## config.mk

```make
export PLATFORM = sky130hd
export DESIGN_NAME = regfile_param_clr
export DESIGN_NICKNAME = d
export VERILOG_FILES = /design/src/rtl/regfile_pkg.sv /design/src/rtl/regfile_read_port.sv /design/src/rtl/regfile_param_clr.sv
export SDC_FILE = /design/constraint.sdc
export NUM_CORES = 1
export LEC_CHECK = 0
export CAP_MARGIN = 20
export CORE_MARGIN = 5
export CORE_UTILIZATION = 25
export DETAILED_ROUTE_END_ITERATION = 12
export GPL_TIMING_DRIVEN = 0
export REMOVE_ABC_BUFFERS = 1
export SYNTH_ARGS = -nofsm -noshare
export SYNTH_HDL_FRONTEND = slang
export SYNTH_SLANG_ARGS = --single-unit
```

## constraint.sdc

```tcl
create_clock -name CLK -period 4.4 [get_ports CLK]
set_clock_uncertainty 0.2 [all_clocks]
set_input_delay 0.66 -clock CLK [delete_from_list [all_inputs] [get_ports CLK]]
set_output_delay 0.66 -clock CLK [all_outputs]
set_load 0.03 [all_outputs]
```

## src/rtl/regfile_pkg.sv

```systemverilog
// Shared types and constants for the parametrised register file.
package regfile_pkg;

   // Default geometry of the general register array.
   localparam int DEFAULT_WIDTH = 16;
   localparam int DEFAULT_DEPTH = 16;

   // CR sits outside the addressed array and is not forwarded:
   // a CR write becomes visible only after the clock edge.
   localparam int CR_FORWARD = 0;

   // Bulk-clear sequencer states.
   typedef enum logic [1:0] {
      ST_IDLE     = 2'd0,
      ST_CLEARING = 2'd1,
      ST_DONE     = 2'd2
   } clr_state_e;

   // True when an address selects an implemented general register.
   function automatic logic addr_in_range(input logic [31:0] addr, input int unsigned depth);
      return (addr < depth);
   endfunction

endpackage

```

## src/rtl/regfile_read_port.sv

```systemverilog
// One combinational read port: range check, hardwired-zero mux and
// same-cycle write forwarding in front of the storage array.
module regfile_read_port
   import regfile_pkg::*;
#(
   parameter int WIDTH    = DEFAULT_WIDTH,
   parameter int DEPTH    = DEFAULT_DEPTH,
   parameter int AW       = $clog2(DEPTH),
   parameter int ZERO_REG = 1,
   parameter int BYPASS   = 1
) (
   input  logic [WIDTH-1:0] i_mem [DEPTH],
   input  logic [AW-1:0]    i_rd_addr,
   input  logic             i_wr_en,
   input  logic [AW-1:0]    i_wr_addr,
   input  logic [WIDTH-1:0] i_wr_data,
   output logic [WIDTH-1:0] o_rd_data
);

   logic [WIDTH-1:0] w_rd_data;

   // Select stored data, forwarded write data or zero for this port.
   // i_wr_en is already qualified, so a dropped write is never forwarded.
   always_comb begin
      w_rd_data = '0;
      if (!addr_in_range(32'(i_rd_addr), DEPTH)) begin
         w_rd_data = '0;
      end else if ((ZERO_REG != 0) && (i_rd_addr == '0)) begin
         w_rd_data = '0;
      end else if ((BYPASS != 0) && i_wr_en && (i_wr_addr == i_rd_addr)) begin
         w_rd_data = i_wr_data;
      end else begin
         w_rd_data = i_mem[i_rd_addr];
      end
   end

   assign o_rd_data = w_rd_data;

endmodule

```

## src/rtl/regfile_param_clr.sv

```systemverilog
// Parametrised register file: two combinational read ports, one write
// port, a separate control register (CR) and a bulk-clear sequencer.
module regfile_param_clr
   import regfile_pkg::*;
#(
   parameter int WIDTH    = DEFAULT_WIDTH,
   parameter int DEPTH    = DEFAULT_DEPTH,
   parameter int ZERO_REG = 1,
   parameter int BYPASS   = 1,
   localparam int AW      = $clog2(DEPTH)
) (
   input  logic             CLK,
   input  logic             RST_N,
   input  logic [WIDTH-1:0] DataIn,
   input  logic             Write,
   input  logic             CRWrite,
   input  logic [AW-1:0]    WriteAddr,
   input  logic [AW-1:0]    ReadAddrA,
   input  logic [AW-1:0]    ReadAddrB,
   output logic [WIDTH-1:0] ReadDataA,
   output logic [WIDTH-1:0] ReadDataB,
   output logic [WIDTH-1:0] ReadDataCR,
   input  logic             Clear,
   output logic             Busy,
   output logic             ClearDone
);

   logic [WIDTH-1:0] r_mem [DEPTH];
   logic [WIDTH-1:0] r_cr;
   clr_state_e       r_state;
   clr_state_e       w_state_nxt;
   logic [AW-1:0]    r_cnt;
   logic [AW-1:0]    w_cnt_nxt;
   logic             r_busy;
   logic             w_busy_nxt;
   logic             r_done;
   logic             w_done_nxt;
   logic             w_wr_ok;
   logic             w_clr_en;

   // A write lands only when idle-side, in range and not aimed at the zero register.
   assign w_wr_ok = Write && !r_busy
                    && addr_in_range(32'(WriteAddr), DEPTH)
                    && !((ZERO_REG != 0) && (WriteAddr == '0));

   assign w_clr_en = (r_state == ST_CLEARING);

   // Clear sequencer next-state and next registered outputs.
   always_comb begin
      w_state_nxt = r_state;
      w_cnt_nxt   = r_cnt;
      w_busy_nxt  = r_busy;
      w_done_nxt  = 1'b0;
      case (r_state)
         ST_IDLE: begin
            if (Clear) begin
               w_state_nxt = ST_CLEARING;
               w_cnt_nxt   = '0;
               w_busy_nxt  = 1'b1;
            end else begin
               w_busy_nxt  = 1'b0;
            end
         end
         ST_CLEARING: begin
            if (32'(r_cnt) == 32'(DEPTH - 1)) begin
               w_state_nxt = ST_DONE;
               w_cnt_nxt   = '0;
               w_busy_nxt  = 1'b0;
               w_done_nxt  = 1'b1;
            end else begin
               w_cnt_nxt   = r_cnt + AW'(1);
               w_busy_nxt  = 1'b1;
            end
         end
         ST_DONE: begin
            w_state_nxt = ST_IDLE;
            w_busy_nxt  = 1'b0;
         end
         default: begin
            w_state_nxt = ST_IDLE;
            w_cnt_nxt   = '0;
            w_busy_nxt  = 1'b0;
         end
      endcase
   end

   // Clear sequencer state, counter and handshake registers.
   always_ff @(posedge CLK or negedge RST_N) begin
      if (!RST_N) begin
         r_state <= ST_IDLE;
         r_cnt   <= '0;
         r_busy  <= 1'b0;
         r_done  <= 1'b0;
      end else begin
         r_state <= w_state_nxt;
         r_cnt   <= w_cnt_nxt;
         r_busy  <= w_busy_nxt;
         r_done  <= w_done_nxt;
      end
   end

   // Storage update: the clear sweep and host writes never overlap since
   // writes are blocked while the sweep runs.
   always_ff @(posedge CLK or negedge RST_N) begin
      if (!RST_N) begin
         for (int i = 0; i < DEPTH; i++) begin
            r_mem[i] <= '0;
         end
      end else begin
         for (int i = 0; i < DEPTH; i++) begin
            if (w_clr_en && (r_cnt == AW'(i))) begin
               r_mem[i] <= '0;
            end else if (w_wr_ok && (WriteAddr == AW'(i))) begin
               r_mem[i] <= DataIn;
            end else begin
               r_mem[i] <= r_mem[i];
            end
         end
      end
   end

   // Control register: independent enable, unaffected by the clear sweep.
   always_ff @(posedge CLK or negedge RST_N) begin
      if (!RST_N) begin
         r_cr <= '0;
      end else if (CRWrite) begin
         r_cr <= DataIn;
      end else begin
         r_cr <= r_cr;
      end
   end

   regfile_read_port #(
      .WIDTH(WIDTH), .DEPTH(DEPTH), .AW(AW), .ZERO_REG(ZERO_REG), .BYPASS(BYPASS)
   ) u_rd_a (
      .i_mem(r_mem), .i_rd_addr(ReadAddrA), .i_wr_en(w_wr_ok),
      .i_wr_addr(WriteAddr), .i_wr_data(DataIn), .o_rd_data(ReadDataA)
   );

   regfile_read_port #(
      .WIDTH(WIDTH), .DEPTH(DEPTH), .AW(AW), .ZERO_REG(ZERO_REG), .BYPASS(BYPASS)
   ) u_rd_b (
      .i_mem(r_mem), .i_rd_addr(ReadAddrB), .i_wr_en(w_wr_ok),
      .i_wr_addr(WriteAddr), .i_wr_data(DataIn), .o_rd_data(ReadDataB)
   );

   assign ReadDataCR = ((CR_FORWARD != 0) && CRWrite) ? DataIn : r_cr;
   assign Busy       = r_busy;
   assign ClearDone  = r_done;

endmodule
```

==> impl_metrics.toml, run 1 <==
[setup_path]
end_kind = "primary output"
setup.worst_path.class = "input port to primary output"
crit_path_max_fanout = 37
worst-endpoint-arrival_ps = 3490
setup_crit_start_kind = "input port"
startpoint_of_the_most_critical_setup_path = "ReadAddrA[0]"
critical_path_required_ps = 3540
r2r_start = "Busy"

[yosys]
yosysUniqueCellTypes = 41
synth_most_common_cell = "nand2_1"
yosysTopAreaCellShare_pct = 43.4
yosys_most_used_dff = "dfrtp_1"
mappedNetlistArea_um2 = 16100
avgSynthCellArea_um2 = 9.42
async_flop_share_pct = 100
syn_warnings = 0
synth-seq-cells = 280
post_synth_top_area_cell = "dfrtp_1"
post_synth_edffs = 0
seq_area_frac_synth_pct = 43.4
post_synth_main_area_contributors = "dfrtp_1, nand2_1, mux4_2"
netlist_instances = 1714
synthTopCellsByCount = "nand2_1, dfrtp_1, a21oi_1"

[clocking]
numClockSinks = 280
clkTransAtPathRegs_ps = 60
clock_latency_of_the_later_clocked_register_in_the_worst_skew_pair_ps = 570
cts_buffers = 31
ctsLongestPathBuffers = 3
tritoncts = "done"
cts-htree-levels = 1
cts-root-buf = "clkbuf_16"

[sta]
timing_hold_violations_final = 0
tightest_slew_ps = 1090
max_freq_mhz = 230
rsz_0062_raised_after_global_routing = "false"
final_report_setup_violation_count = 0
finalMaxSlewViolations = 0
timing.slew.headroom_pct = 27.2
post-route-min-period_ps = 4350
finalCritPeriodShare_pct = 99.0
final_critical_path_setup_slack_ps = 46.0

[place]
detailed_place.area_um2 = 17300
pre_cts_ws_ps = -1240
finalWeightedCongestion = 0.913
dp_hpwl_mm = 39.0
portbufs = 82

[routing]
ant_nets = 0
totalWireLength_mm = 61.7
dr_total_vias = 14100
detail_route.iter0.violations = 1716
drc = 0
first_pass_iters = 8
routed_len_inst_um = 24.3
vias_per_cell = 5.53

[floorplanning]
die_width_um = 264
chipHeight_um = 264
fp.coreArea_um2 = 64200
initial_utilization_pct = 25.1
pin_count = 83
die_area_um2 = 69700
row_count = 93

[pwr]
finalPower_w = 0.00846
worst_ir_drop_vdd_mv = 0.301
p_leak_nw = 7.80
power_density_nw_per_um2 = 453

[grt]
global_route_wire_length_before_repair_mm = 92.0
grt_resource_usage_total_pct = 16.8
antenna_violations_before_repair = 6
pin_count_of_the_biggest_net_entering_global_routing = 111
number_of_global_route_vias_before_repair = 13800
gr-total-overflow = 0

[cells_and_area]
synthToLayoutAreaGrowth_pct = 15.7
final_nets = 1701
post-route-cell-area_um2 = 18700
drive_gt1_share_pct = 12.0

[run]
max_cap_violations = 0

[worst_hold_path]
hold_path.class = "flop to flop"
hp-start = "ReadDataCR[7]"

[run_status]
run_status = "complete, no violations"
## cells by family (layout without fill, tap and decap cells)
kind of cell / after synthesis / in the layout / synth area share (%)
other: 0 / 2 / 0
adder cells (fa/ha/maj): 4 / 4 / 0.310
XOR/XNOR: 9 / 9 / 0.488
AND/OR/NAND/NOR: 603 / 604 / 16.7
multiplexers: 210 / 210 / 18.1
flip-flops: 280 / 280 / 43.4
AO/OA/AOI/OAI: 410 / 410 / 14.5
buffers and inverters: 198 / 171 / 6.45
## power breakdown
part	switching, W	internal, W
registers	0.000428	0.00309
logic	0.00137	0.000940
clock network	0.00110	0.00153
## state kept, by name (all words and copies together), names as in the netlist
register    count
ReadDataCR     16
ClearDone       1
r_cnt           4
Busy            1
r_mem         256
r_state         2
## repair_timing
item                                    4_1_cts  5_1_grt
hold buffers                                  1        0
resized for setup                            49       26
hold endpoints to repair                     80        0
endpoints found under the setup margin       32       27
pin swaps                                     1        1
cloned                                        1        0
setup buffers                                 7        7
## layout make-up
type	instances	area, um^2
antenna	2	5.00
multi-input combinational	1237	8260
fill	6672	45600
clock buffer	49	953
inverter	4	15.0
sequential	280	7010
clock inverter	8	67.6
timing repair buffer	110	1290
tap	855	1070
## metrics by stage
stage / TNS [ps] / utilization (%) / instances / hold WS, ps
2_1_floorplan: 0 / - / 1520 / 164
3_3_place_gp: -3233040 / 26.5 / 2457 / 289
3_5_place_dp: -30060 / 26.9 / 2470 / 297
4_1_cts: 0 / 28.9 / 2536 / 309
5_1_grt: 0 / 29.0 / 2543 / 320
6_report: 0 / 29.1 / 2545 / 306
## cell usage in the layout (no fill, tap or decap), types with 5 or more instances in the layout
cell type / n
a211oi_1: 34
a21oi_1: 243
a31oi_1: 22
a31oi_2: 8
and2_1: 35
and3_1: 8
buf_16: 7
buf_4: 14
buf_6: 5
clkbuf_1: 7
clkbuf_16: 31
clkbuf_8: 11
clkdlybuf4s50_1: 43
clkinv_2: 6
dfrtp_1: 280
dlygate4sd2_1: 6
dlymetal6s2s_1: 24
mux2_2: 18
mux2i_1: 128
mux4_2: 64
nand2_1: 398
nand3_1: 131
o22ai_1: 63
o31ai_1: 33
xnor2_1: 8
## critical path: stages
cell             delay, ps
buf_6                  320
buf_16                 330
mux4_2                 540
a211oi_1               660
a31oi_2                260
clkdlybuf4s50_1        650
## per-layer routing
metal	up-vias	GRT usage, %	wire length (um)
met5	-	0	18
met2	850	26.2	27800
met3	153	3.81	6000
met1	7072	23.0	25300
li1	6005	-	-
met4	2	6.38	2640
## path summary, 6_finish.rpt
| path | to | slack, ps | cells past startpoint |
|---|---|---|---|
| min in group asynchronous | r_mem[175] | 490 | 2 |
| max in group asynchronous | r_mem[60] | 1960 | 4 |
| hold / removal | ReadDataCR[7] | 310 | 1 |
| setup / recovery | ReadDataA[4] | 50 | 6 |
| setup reg to reg | r_mem[56] | 1190 | 4 |
| hold reg to reg | ReadDataCR[7] | 310 | 1 |
No activity file was read; power rests on OpenSTA's default activity.
==> run 2: changes to the inputs <==
--- a/config.mk
+++ b/config.mk
@@ -11,6 +11,7 @@
 export DETAILED_ROUTE_END_ITERATION = 12
 export GPL_TIMING_DRIVEN = 0
 export REMOVE_ABC_BUFFERS = 1
+export SETUP_SLACK_MARGIN = 0.1
 export SYNTH_ARGS = -nofsm -noshare
 export SYNTH_HDL_FRONTEND = slang
 export SYNTH_SLANG_ARGS = --single-unit
==> impl_metrics.toml, run 2 (synthesis gave the netlist of run 1 again) <==
[worst_hold_path]
hp-start = "ReadDataCR[7]"
whs_path_depth = 1
min_delay_worst_endpoint = "ReadDataCR[7]"
hold_path.class = "flop to flop"

[cells_and_area]
finish.cell_count_without_fillers = 2538
number_of_flip_flops_in_the_largest_register = 256
synthToLayoutAreaGrowth_pct = 14.8
drive_gt1_share_pct = 11.7
largest_register = "r_mem"
mostFrequentLayoutCells = "nand2_1, dfrtp_1, a21oi_1, nand3_1, mux2i_1"
final_core_utilization_pct = 28.8
most_common_library_cell_in_the_layout_ignoring_fill_and_taps = "nand2_1"
final_nets = 1694
post-route-cell-area_um2 = 18500

[setup_path]
startpoint_of_the_most_critical_setup_path = "ReadAddrA[0]"
setup_crit_start_kind = "input port"
crit_path_max_fanout = 37
end_kind = "primary output"
setup.worst_path.class = "input port to primary output"
critical_path_required_ps = 3540
r2r_start = "Busy"
worst-endpoint-arrival_ps = 3410
reg2reg_depth = 4
timing.rr.end = "r_mem[56]"
rrSetupSlack_ps = 1220

[floorplanning]
fp.coreArea_um2 = 64200
pin_count = 83
die_area_um2 = 69700
chipHeight_um = 264
die_width_um = 264
initial_utilization_pct = 25.1
row_count = 93

[pwr]
worst_ir_drop_vdd_mv = 0.302
p_leak_nw = 7.48
power_density_nw_per_um2 = 455

[sta]
tightest_slew_ps = 1100
finalCritPeriodShare_pct = 97.1
max_freq_mhz = 234
timing.slew.headroom_pct = 26.3
final_report_setup_violation_count = 0
final_critical_path_setup_slack_ps = 126
finalMaxSlewViolations = 0
timing_hold_violations_final = 0
rsz_0062_raised_after_global_routing = "false"
setup_tns_ps = 0
post-route-min-period_ps = 4270

[place]
dp_hpwl_mm = 39.0
finalWeightedCongestion = 0.913
inst_count_dp = 2470
portbufs = 82
detailed_place.area_um2 = 17300
pre_cts_ws_ps = -1240

[run]
max_cap_violations = 0

[routing]
vias_per_cell = 5.55
ant_nets = 0
drc = 0
totalWireLength_mm = 61.7
routed_len_inst_um = 24.3
detail_route.iter0.violations = 1777
first_pass_iters = 7
dr_total_vias = 14100

[grt]
pin_count_of_the_biggest_net_entering_global_routing = 111
gr-total-overflow = 0
global_route_wire_length_before_repair_mm = 92.1
number_of_global_route_vias_before_repair = 13800
antenna_violations_before_repair = 6
grt_resource_usage_total_pct = 16.9

[clocking]
numClockSinks = 280
clkTransAtPathRegs_ps = 60
clock_latency_of_the_later_clocked_register_in_the_worst_skew_pair_ps = 560
cts_buffers = 31
tritoncts = "done"
cts-htree-levels = 1
cts-root-buf = "clkbuf_16"
ctsLongestPathBuffers = 3

[run_status]
run_status = "complete, no violations"
[run 2: routing by layer]
layer	vias to the layer above	global-route usage, %	part of all wire [%]
li1	5992	-	-
met1	7074	23.2	41
met2	863	26.3	45
met3	148	3.54	9.8
met4	2	6.35	4.3
met5	-	0	0.029
[run 2: where the power goes]
| part | leakage, nW | switching [W] | internal (W) | total (W) |
|---|---|---|---|---|
| Clock | 0.507 | 0.00110 | 0.00153 | 0.00263 |
| Sequential | 3.83 | 0.000428 | 0.00309 | 0.00352 |
| Combinational | 3.13 | 0.00137 | 0.000906 | 0.00227 |
| Total | 7.48 | 0.00290 | 0.00553 | 0.00842 |
[run 2: cell type report]
cell class / instances / area [um^2]
fill: 6679 / 45700
multi-input combinational: 1237 / 8260
sequential: 280 / 7010
timing repair buffer: 103 / 1150
tap: 855 / 1070
clock buffer: 49 / 953
clock inverter: 8 / 67.6
inverter: 4 / 15.0
antenna: 2 / 5.00
[run 2: critical path, cell delays in order]
cell,delay (ps)
buf_6,320
buf_16,330
mux4_2,560
a211oi_1,700
a31oi_1,310
dlygate4sd2_1,440
[run 2: worst max path at each step]
stage | cells after the start | slack [ps] | endpoint
after floorplan | 4 | 660 | r_mem[64]
after CTS | 6 | 20 | ReadDataB[13]
final | 6 | 130 | ReadDataA[7]
after detailed placement | 6 | -1240 | ReadDataB[13]
after global routing | 6 | 120 | ReadDataA[7]
after global placement | 1 | -9790 | r_mem[76]
[run 2: stage by stage]
stage	total power, W	hold slack, ps
finish	0.00842	306
global route	0.00877	320
CTS	0.00840	309
detailed placement	0.00578	297
global placement	0.00569	289
floorplan	0.00480	164
[run 2: timing repair]
item	CTS	global route
gates cloned	1	0
buffers inserted	7	0
setup endpoints to repair	32	1
hold buffers	1	0
pin swaps	1	0
resized for setup	79	1
hold endpoints to repair	80	0
